[src/rtl/card_pkg.sv]
// Shared types, constants and card decode for the card dealer.
package card_pkg;

   localparam int unsigned NUM_CARDS = 52;
   localparam int unsigned NUM_RANKS = 13;
   localparam int unsigned IDX_W     = 6;
   localparam int unsigned LFSR_W    = 32;

   typedef logic [IDX_W-1:0] card_idx_t;

   typedef struct packed {
      logic [3:0] rank;
      logic [1:0] suit;
      logic [3:0] value;
   } card_t;

   typedef enum logic [2:0] {
      ST_IDLE  = 3'd0,
      ST_SHUF  = 3'd1,
      ST_PICK  = 3'd2,
      ST_PROBE = 3'd3,
      ST_DEAL  = 3'd4
   } dealer_state_e;

   // rank = idx%13+1 (A..K), suit = idx/13, blackjack value caps faces at 10
   function automatic card_t decode_card(input card_idx_t idx);
      card_t       c;
      int unsigned i;
      int unsigned r;
      i       = 32'(idx);
      r       = (i % NUM_RANKS) + 1;
      c.rank  = 4'(r);
      c.suit  = 2'(i / NUM_RANKS);
      c.value = (r > 10) ? 4'd10 : 4'(r);
      return c;
   endfunction

   // Map a 6-bit random value onto 0..51; the low indices are slightly favoured.
   function automatic card_idx_t fold_cand(input logic [IDX_W-1:0] r);
      return (r >= IDX_W'(NUM_CARDS)) ? r - IDX_W'(NUM_CARDS) : r;
   endfunction

endpackage

[src/rtl/dealer_lfsr.sv]
// Free-running 32-bit Fibonacci LFSR (taps 31,21,1,0); exposes the low 6 bits.
// CARD_DEALER_SEED_LOAD_EN adds a synchronous seed load that overrides the shift.
module dealer_lfsr
   import card_pkg::*;
#(
   parameter logic [LFSR_W-1:0] SEED = 32'hFFFFFFF1
) (
   input  logic              clk,
   input  logic              rst,
`ifdef CARD_DEALER_SEED_LOAD_EN
   input  logic              load,
   input  logic [LFSR_W-1:0] load_val,
`endif
   output logic [IDX_W-1:0]  rnd
);

   logic [LFSR_W-1:0] lfsr_q;
   logic [LFSR_W-1:0] lfsr_d;
   logic [LFSR_W-1:0] shift_c;

   assign shift_c = {lfsr_q[30:0], lfsr_q[31] ^ lfsr_q[21] ^ lfsr_q[1] ^ lfsr_q[0]};

   // A zero seed would lock the register up, so it falls back to SEED.
   always_comb begin
`ifdef CARD_DEALER_SEED_LOAD_EN
      lfsr_d = shift_c;
      if (load) begin
         lfsr_d = (load_val == '0) ? SEED : load_val;
      end
`else
      lfsr_d = shift_c;
`endif
   end

   always_ff @(posedge clk or posedge rst) begin
      if (rst) begin
         lfsr_q <= SEED;
      end else begin
         lfsr_q <= lfsr_d;
      end
   end

   assign rnd = lfsr_q[IDX_W-1:0];

endmodule

[src/rtl/card_dealer.sv]
// Draws cards without replacement for two round-robin requesters.
// CARD_DEALER_SEED_LOAD_EN adds seed_load/seed ports for reseeding the LFSR in IDLE.
module card_dealer
   import card_pkg::*;
#(
   parameter logic [LFSR_W-1:0] SEED    = 32'hFFFFFFF1,
   parameter logic              RR_INIT = 1'b0
) (
   input  logic              clk,
   input  logic              rst,
   input  logic              shuffle,
   input  logic [1:0]        req,
`ifdef CARD_DEALER_SEED_LOAD_EN
   input  logic              seed_load,
   input  logic [LFSR_W-1:0] seed,
`endif
   output logic [1:0]        gnt,
   output logic              card_valid,
   output logic [IDX_W-1:0]  card_idx,
   output logic [3:0]        card_rank,
   output logic [1:0]        card_suit,
   output logic [3:0]        card_value,
   output logic [IDX_W-1:0]  cards_left,
   output logic              deck_empty,
   output logic              busy
);

   dealer_state_e           state_q, state_d;
   logic [NUM_CARDS-1:0]    used_q, used_d;
   logic [IDX_W-1:0]        left_q, left_d;
   logic                    empty_q, empty_d;
   logic                    busy_q, busy_d;
   card_idx_t               cand_q, cand_d;
   logic                    winner_q, winner_d;
   logic                    rr_q, rr_d;
   logic                    pend_q, pend_d;
   logic [1:0]              gnt_q, gnt_d;
   logic                    valid_q, valid_d;
   card_idx_t               idx_q, idx_d;
   card_t                   card_q, card_d;
   logic [IDX_W-1:0]        rnd;

   dealer_lfsr #(.SEED(SEED)) u_lfsr (
      .clk      (clk),
      .rst      (rst),
`ifdef CARD_DEALER_SEED_LOAD_EN
      .load     (seed_load && (state_q == ST_IDLE)),
      .load_val (seed),
`endif
      .rnd      (rnd)
   );

   // Next-state and datapath for the draw sequence.
   always_comb begin
      state_d  = state_q;
      used_d   = used_q;
      left_d   = left_q;
      cand_d   = cand_q;
      winner_d = winner_q;
      rr_d     = rr_q;
      pend_d   = pend_q;
      idx_d    = idx_q;
      card_d   = card_q;
      gnt_d    = '0;
      valid_d  = 1'b0;

      // A shuffle arriving mid-draw waits for the next IDLE.
      if (shuffle && (state_q != ST_IDLE) && (state_q != ST_SHUF)) begin
         pend_d = 1'b1;
      end

      case (state_q)
         ST_IDLE: begin
            if (shuffle || pend_q) begin
               state_d = ST_SHUF;
            end else if ((req != 2'b00) && !empty_q) begin
               winner_d = req[rr_q] ? rr_q : ~rr_q;
               state_d  = ST_PICK;
            end
         end
         ST_SHUF: begin
            used_d  = '0;
            left_d  = IDX_W'(NUM_CARDS);
            pend_d  = 1'b0;
            state_d = ST_IDLE;
         end
         ST_PICK: begin
            cand_d  = fold_cand(rnd);
            state_d = ST_PROBE;
         end
         ST_PROBE: begin
            if (!used_q[cand_q]) begin
               used_d[cand_q]  = 1'b1;
               left_d          = left_q - IDX_W'(1);
               idx_d           = cand_q;
               card_d          = decode_card(cand_q);
               valid_d         = 1'b1;
               gnt_d[winner_q] = 1'b1;
               state_d         = ST_DEAL;
            end else begin
               cand_d = (cand_q == IDX_W'(NUM_CARDS - 1)) ? '0 : cand_q + IDX_W'(1);
            end
         end
         ST_DEAL: begin
            rr_d    = ~winner_q;
            state_d = ST_IDLE;
         end
         default: begin
            state_d = ST_IDLE;
         end
      endcase

      empty_d = (left_d == '0);
      busy_d  = (state_d != ST_IDLE);
   end

   always_ff @(posedge clk or posedge rst) begin
      if (rst) begin
         state_q  <= ST_IDLE;
         used_q   <= '0;
         left_q   <= IDX_W'(NUM_CARDS);
         empty_q  <= 1'b0;
         busy_q   <= 1'b0;
         cand_q   <= '0;
         winner_q <= 1'b0;
         rr_q     <= RR_INIT;
         pend_q   <= 1'b0;
         gnt_q    <= '0;
         valid_q  <= 1'b0;
         idx_q    <= '0;
         card_q   <= '0;
      end else begin
         state_q  <= state_d;
         used_q   <= used_d;
         left_q   <= left_d;
         empty_q  <= empty_d;
         busy_q   <= busy_d;
         cand_q   <= cand_d;
         winner_q <= winner_d;
         rr_q     <= rr_d;
         pend_q   <= pend_d;
         gnt_q    <= gnt_d;
         valid_q  <= valid_d;
         idx_q    <= idx_d;
         card_q   <= card_d;
      end
   end

   assign gnt        = gnt_q;
   assign card_valid = valid_q;
   assign card_idx   = idx_q;
   assign card_rank  = card_q.rank;
   assign card_suit  = card_q.suit;
   assign card_value = card_q.value;
   assign cards_left = left_q;
   assign deck_empty = empty_q;
   assign busy       = busy_q;

endmodule
[config.mk]
export PLATFORM = sky130hd
export DESIGN_NAME = card_dealer
export DESIGN_NICKNAME = d
export VERILOG_FILES = /design/src/rtl/card_pkg.sv /design/src/rtl/dealer_lfsr.sv /design/src/rtl/card_dealer.sv
export SDC_FILE = /design/constraint.sdc
export NUM_CORES = 1
export LEC_CHECK = 0
export ABC_AREA = 1
export CAP_MARGIN = 15
export CORE_MARGIN = 10
export CORE_UTILIZATION = 55
export CTS_CLUSTER_DIAMETER = 50
export DETAILED_ROUTE_END_ITERATION = 10
export GPL_ROUTABILITY_DRIVEN = 1
export GPL_TIMING_DRIVEN = 0
export PLACE_DENSITY = 0.8
export SLEW_MARGIN = 20
export SYNTH_ARGS = -nofsm -noshare
export SYNTH_HDL_FRONTEND = slang
export SYNTH_SLANG_ARGS = --single-unit
[constraint.sdc]
create_clock -name clk -period 10.3 [get_ports clk]
set_clock_uncertainty 0.1 [all_clocks]
set_input_delay 2.06 -clock clk [delete_from_list [all_inputs] [get_ports clk]]
set_output_delay 2.06 -clock clk [all_outputs]
set_load 0.05 [all_outputs]
-- After elaboration in Yosys (flattened, before gate mapping)
Cells that the tools add are included.
- reductions and logical operators: 19
- magnitude comparators: 7
- div/mod/pow operators: 2
- bitwise logic cells: 8
- add/subtract/negate cells: 4
- equal/unequal tests: 8
- mux-type cells: 28
- operator list (operator ; number):
    52-bit one-hot mux with 2 select lines ; 1
    52-bit 2-to-1 mux ; 1
    52-bit bitwise OR ; 1
    32-bit by 1-bit adder with 32-bit output, second input constant ; 1
    6-bit by 4-bit divider with 32-bit output, second input constant ; 1
    32-bit by 4-bit greater-than comparator with 1-bit output, second input constant ; 1
    6-bit by 4-bit remainder unit with 32-bit output, second input constant ; 1
    6-bit 2-to-1 mux ; 4
    6-bit one-hot mux with 2 select lines ; 2
    1-bit 2-to-1 mux ; 10
    3-bit 2-to-1 mux ; 3
    3-bit one-hot mux with 3 select lines ; 1
    2-bit nonzero test ; 4
    6-bit by 7-bit less-than comparator with 1-bit output, second input constant ; 1
    6-bit by 1-bit adder with 6-bit output, second input constant ; 1
    1-bit binary-select mux with 6-bit select ; 1
    1-bit demux with 6-bit select ; 1
    3-bit by 2-bit equality test with 1-bit output, second input constant ; 2
    6-bit equality test, second input constant ; 1
    6-bit by 1-bit greater-or-equal comparator with 1-bit output, second input constant ; 1
    6-bit greater-or-equal comparator, second input constant ; 1
    6-bit zero test ; 1
    2-bit AND reduction ; 3
    3-bit nonzero test ; 2
    18 further kinds ; 30
- flip-flop bits (word level): 123
- logic and storage cells: 92

-- Longest topological paths before layout
- depth after elaboration: 7
- mapped depth: 31
- depth with buffers taken out: 31

-- Cells and area by module
From an unflattened synthesis, not the netlist that was laid out.
- cells, all modules: 766
- area total of the unflattened synthesis: 6409.9 um2
- by module, submodules not included (module ; times used ; area an instance (um2) ; seq. area each (um2) ; cells each):
    card_dealer ; 1 ; 5460.2 ; 2280.9 ; 712
    dealer_lfsr ; 1 ; 949.7 ; 837.1 ; 54

-- Worst setup path before layout
Ideal clock, no wire load.
- path type: register -> register
- start point: register cand_q[5]
- end point: register card_q (netlist bit card_value[3])
- arrival: 3.391 ns
- clock period less this slack: 3.604 ns
- path slack: 6.696 ns
- stages on the path, launching flop included: 31
- path buffers: 2
- cell sequence: dfrtp_1 buf_6 nand2_2 inv_2 nand2_1 nand2_1 o21ai_0 ha_1 o21ai_2 nand2_4 nor2_8 nand2_1 nand2_1 inv_1 ha_1 inv_1 nand3_2 nand4_4 buf_6 nand2_1 nand2_1 inv_2 ha_1 nand2_1 nand3_1 nand3_1 nand3_1 nor2_4 nand3_1 nand2_1 inv_1
- longest elaborated chain between the ends: 4
- elaborated cells on any way between the ends: 8
- classes of those cells: add/sub (1); div (1); order compare (1); mux (3); bitwise (1); reduce/logical (1)
- ends and longest elaborated chain (element ; RTL line ; source):
    start, declared ; card_dealer.sv:33 ; card_idx_t cand_q, cand_d;
    start signal, assigned ; card_dealer.sv:138 ; cand_q <= cand_d;
    6-bit by 4-bit remainder unit with 32-bit output / 1-bit binary-select mux with 6-bit select (equally long branches) ; card_pkg.sv:31, card_dealer.sv:92 ;
    32-bit by 1-bit adder with 32-bit output / 1-bit 2-to-1 mux (equally long branches) ; card_pkg.sv:31, card_dealer.sv:92 ;
    32-bit by 4-bit greater-than comparator with 1-bit output / 1-bit inverter (equally long branches) ; -- ;
    4-bit 2-to-1 mux / 2-bit AND reduction (equally long branches) ; -- ;
    end signal, assigned ; card_dealer.sv:145 ; card_q <= card_d;
    end, declared ; card_dealer.sv:40 ; card_t card_q, card_d;
Parallel ways exist; a longest one is shown, timed or not. The select of a mux whose other input is x is not followed.
A chain may end at the register's enable or synchronous reset.

-- Final worst setup path
- start point: register cand_q[5]
- end point: register card_q (netlist bit card_value[1])
The elaborated chain is that of the path after synthesis.

==> run_results.csv <==
group,metric,value,unit
floorplan,die_area,15900,sq um
place,post-dp-hpwl,10500,um
power,power_density,251,nW/um^2
timing,min_period_over_period,0.407,
clock_tree,cts-root-buf,"clkbuf_16",
synthesis,synth.net_count,750,
floorplan,die_w,126,um
synthesis,yosysMostFrequentCell,"nand2_1",
clock_tree,cts_tree,"done",
synthesis,syn_inst,732,
final_layout,diodes,0,
setup_path,required,10.52,ns
setup_path,regToRegStartpoint,"cand_q[5]",
place,dp.cells,904,
synthesis,synthTopCellsByCount,"nand2_1, inv_1, dfrtp_1",
synthesis,yosysWarnings,0,
global_route,grt_max_degree,82,
timing,max_freq,239,MHz
final_layout,fin_cells,936,
clock_tree,clk_latency,0.43,ns
route,num_vias,5304,
floorplan,die_h,126,um
worst_hold_path,hp-start,"u_lfsr.lfsr_q[22]",
final_layout,fillCellCount,843,
setup_path,worstSetupStartpoint,"cand_q[5]",
route,first_pass_iters,5,
final_layout,syn_to_final_growth,17.4,%
timing,hold_viol,0,
global_route,grt_pass1_wl,25400,um
place,placed_cell_area,6730,sq um
setup_path,crit_path_frequent_cell,"nand2_1",
synthesis,yosys-top-cells-area,"dfrtp_1, dfstp_2, nand2_1",
clock_tree,cts.sinks,123,
synthesis,yosysTopAreaCell,"dfrtp_1",
setup_path,slowest_delay,0.37,ns
floorplan,start_util,0.568,
global_route,grt_usage,0.195,
global_route,antenna_found_initial,0,
place,routabilityCongestion,0.892,
setup_path,arrival,4.41,ns
route,drt_iter0_drc,491,
status,status,"completed",
synthesis,syn-cell-area,6210,sq um
clock_tree,clk_pin_slew,0.06,ns
timing,tns,0,ns
setup_path,path_class,"flop to flop",
place,portBuffers,31,
clock_tree,cts_hold_buf,0,
global_route,grt_overflow,0,
synthesis,synthArstFlopShare,1.00,
power,power_leakage,3.36,nW
synthesis,avgSynthCellArea,8.48,sq um
route,vias_per_cell,5.67,
setup_path,cp_max_fo,8,
floorplan,core_area,10900,sq um
route,drt_wl_total,15300,um
worst_hold_path,hold_path.class,"flop to flop",
clock_tree,cts.repair.resized,0,
clock_tree,cts_setup_buffers,0,
final_layout,drive_gt1_frac,0.170,
floorplan,num_rows,38,
synthesis,yosysUniqueCellTypes,47,
synthesis,ys_seq_elements,123,
setup_path,worstSetupEndpointType,"flop",
global_route,grt_pass1_vias,5214,
route,detail-route-antenna-nets,0,
clock_tree,htreeDepth,4,
clock_tree,cts-buffers-inserted,17,
setup_path,start_kind,"flop",
route,drc,0,
setup_path,r2r_cells,31,
timing,finalSetupViolCount,0,
power,ir_drop,0.204,mV
timing,rsz0062_at_grt,"false",
timing,max_slew.worst_pin.slew,0.933,ns
synthesis,synth_top_area_share,0.367,
floorplan,io_pins,32,
run,timing.max_cap.violations,0,
setup_path,cpMaxStageDelayCell,"dfrtp_1",
worst_hold_path,whs_path_depth,0,
final_layout,stdcell_area,7290,sq um
timing,slew_viol_final,0,
route,wire_per_inst,16.3,um
clock_tree,cts_buffer_depth,2,
synthesis,seq_area_frac_synth,0.502,
synthesis,synth_edf_count,0,
timing,relSlewSlack,0.373,
synthesis,synth_ff_type,"dfrtp_1",
final_layout,nets,801,
timing,fin_crit,4.19,ns
[per-layer routing]
| metal | part of all wire | up-vias | GRT usage | routed length, um |
|---|---|---|---|---|
| li1 | - | 2466 | - | - |
| met1 | 0.41 | 2537 | 0.235 | 6330 |
| met2 | 0.47 | 252 | 0.316 | 7200 |
| met3 | 0.078 | 49 | 0.0495 | 1190 |
| met4 | 0.036 | 0 | 0.100 | 547 |
| met5 | 0 | - | 0 | 0 |
[critical path: cells and delay by family, from the launching register on]
kind	cells	cell delay [ns]
DFF	1	0.37
AOI/OAI and AO/OA	2	0.38
buffers and inverters	6	0.57
and+or+nand+nor	20	2.00
adders and majority gates	3	0.67
[layout make-up]
cell class                      count  area, sq um  share of cell area
Sequential cell                   123         3120               0.428
Inverter                          127          482              0.0661
Multi-Input combinational cell    461         2480               0.340
Timing Repair Buffer               32          338              0.0463
Tap cell                          140          175              0.0240
Buffer                             21          138              0.0189
Clock buffer                       18          429              0.0589
Clock inverter                     14          135              0.0185
[metrics by stage]
stage          setup slack (ns)  utilization  total power, W  hold slack (ns)
4_1_cts                    6.14        0.667         0.00183            0.249
3_3_place_gp               3.41        0.612         0.00123            0.246
6_report                   6.11        0.667         0.00183            0.251
3_5_place_dp               6.16        0.615         0.00125            0.248
5_1_grt                    5.70        0.667         0.00193            0.254
2_1_floorplan              4.92            -         0.00105            0.245
[cell usage in the layout, fill, tap and decap left out, types with 7 or more instances in the layout]
master,count
nand2_1,136
inv_1,112
dfrtp_1,91
nand3_1,70
a21oi_1,59
nor2_1,48
dfstp_2,32
clkdlybuf4s50_1,31
o21ai_0,24
o22ai_1,22
clkbuf_16,17
inv_2,13
ha_1,13
nand2_2,12
xor2_1,8
nor2_2,7
clkbuf_1,7
o21ai_1,7
[kinds of logic (layout without fill, tap and decap cells)]
group / Yosys count / after routing / share of synthesized area
AOI/OAI and AO/OA: 130 / 130 / 0.117
xor gates and xnor gates: 11 / 11 / 0.0155
adders and majority gates: 13 / 13 / 0.0262
buffers and inverters: 148 / 212 / 0.0990
DFF: 123 / 123 / 0.502
and+or+nand+nor: 307 / 307 / 0.240
[report_power, final]
group / switching (W) / internal (W)
combinational: 0.000478 / 0.000193
sequential: 0.0000450 / 0.000541
clock: 0.000237 / 0.000336
[state kept, by name, indices dropped and copies added (netlist names)]
name           count
cand_q             6
card_suit          2
rr_q               1
card_valid         1
gnt                2
cards_left         6
deck_empty         1
busy               1
state_q            3
pend_q             1
card_value         4
card_idx           6
winner_q           1
used_q            52
u_lfsr.lfsr_q     32
card_rank          4
[path summary, 6_finish.rpt]
kind                                      to  slack [ns]
max                            card_value[1]        6.11
min                        u_lfsr.lfsr_q[23]        0.25
max reg2reg                    card_value[1]        6.11
min reg2reg                u_lfsr.lfsr_q[23]        0.25
max in group asynchronous  u_lfsr.lfsr_q[19]        7.44
min in group asynchronous             pend_q        1.91
Power figures use the tool's default switching activity.
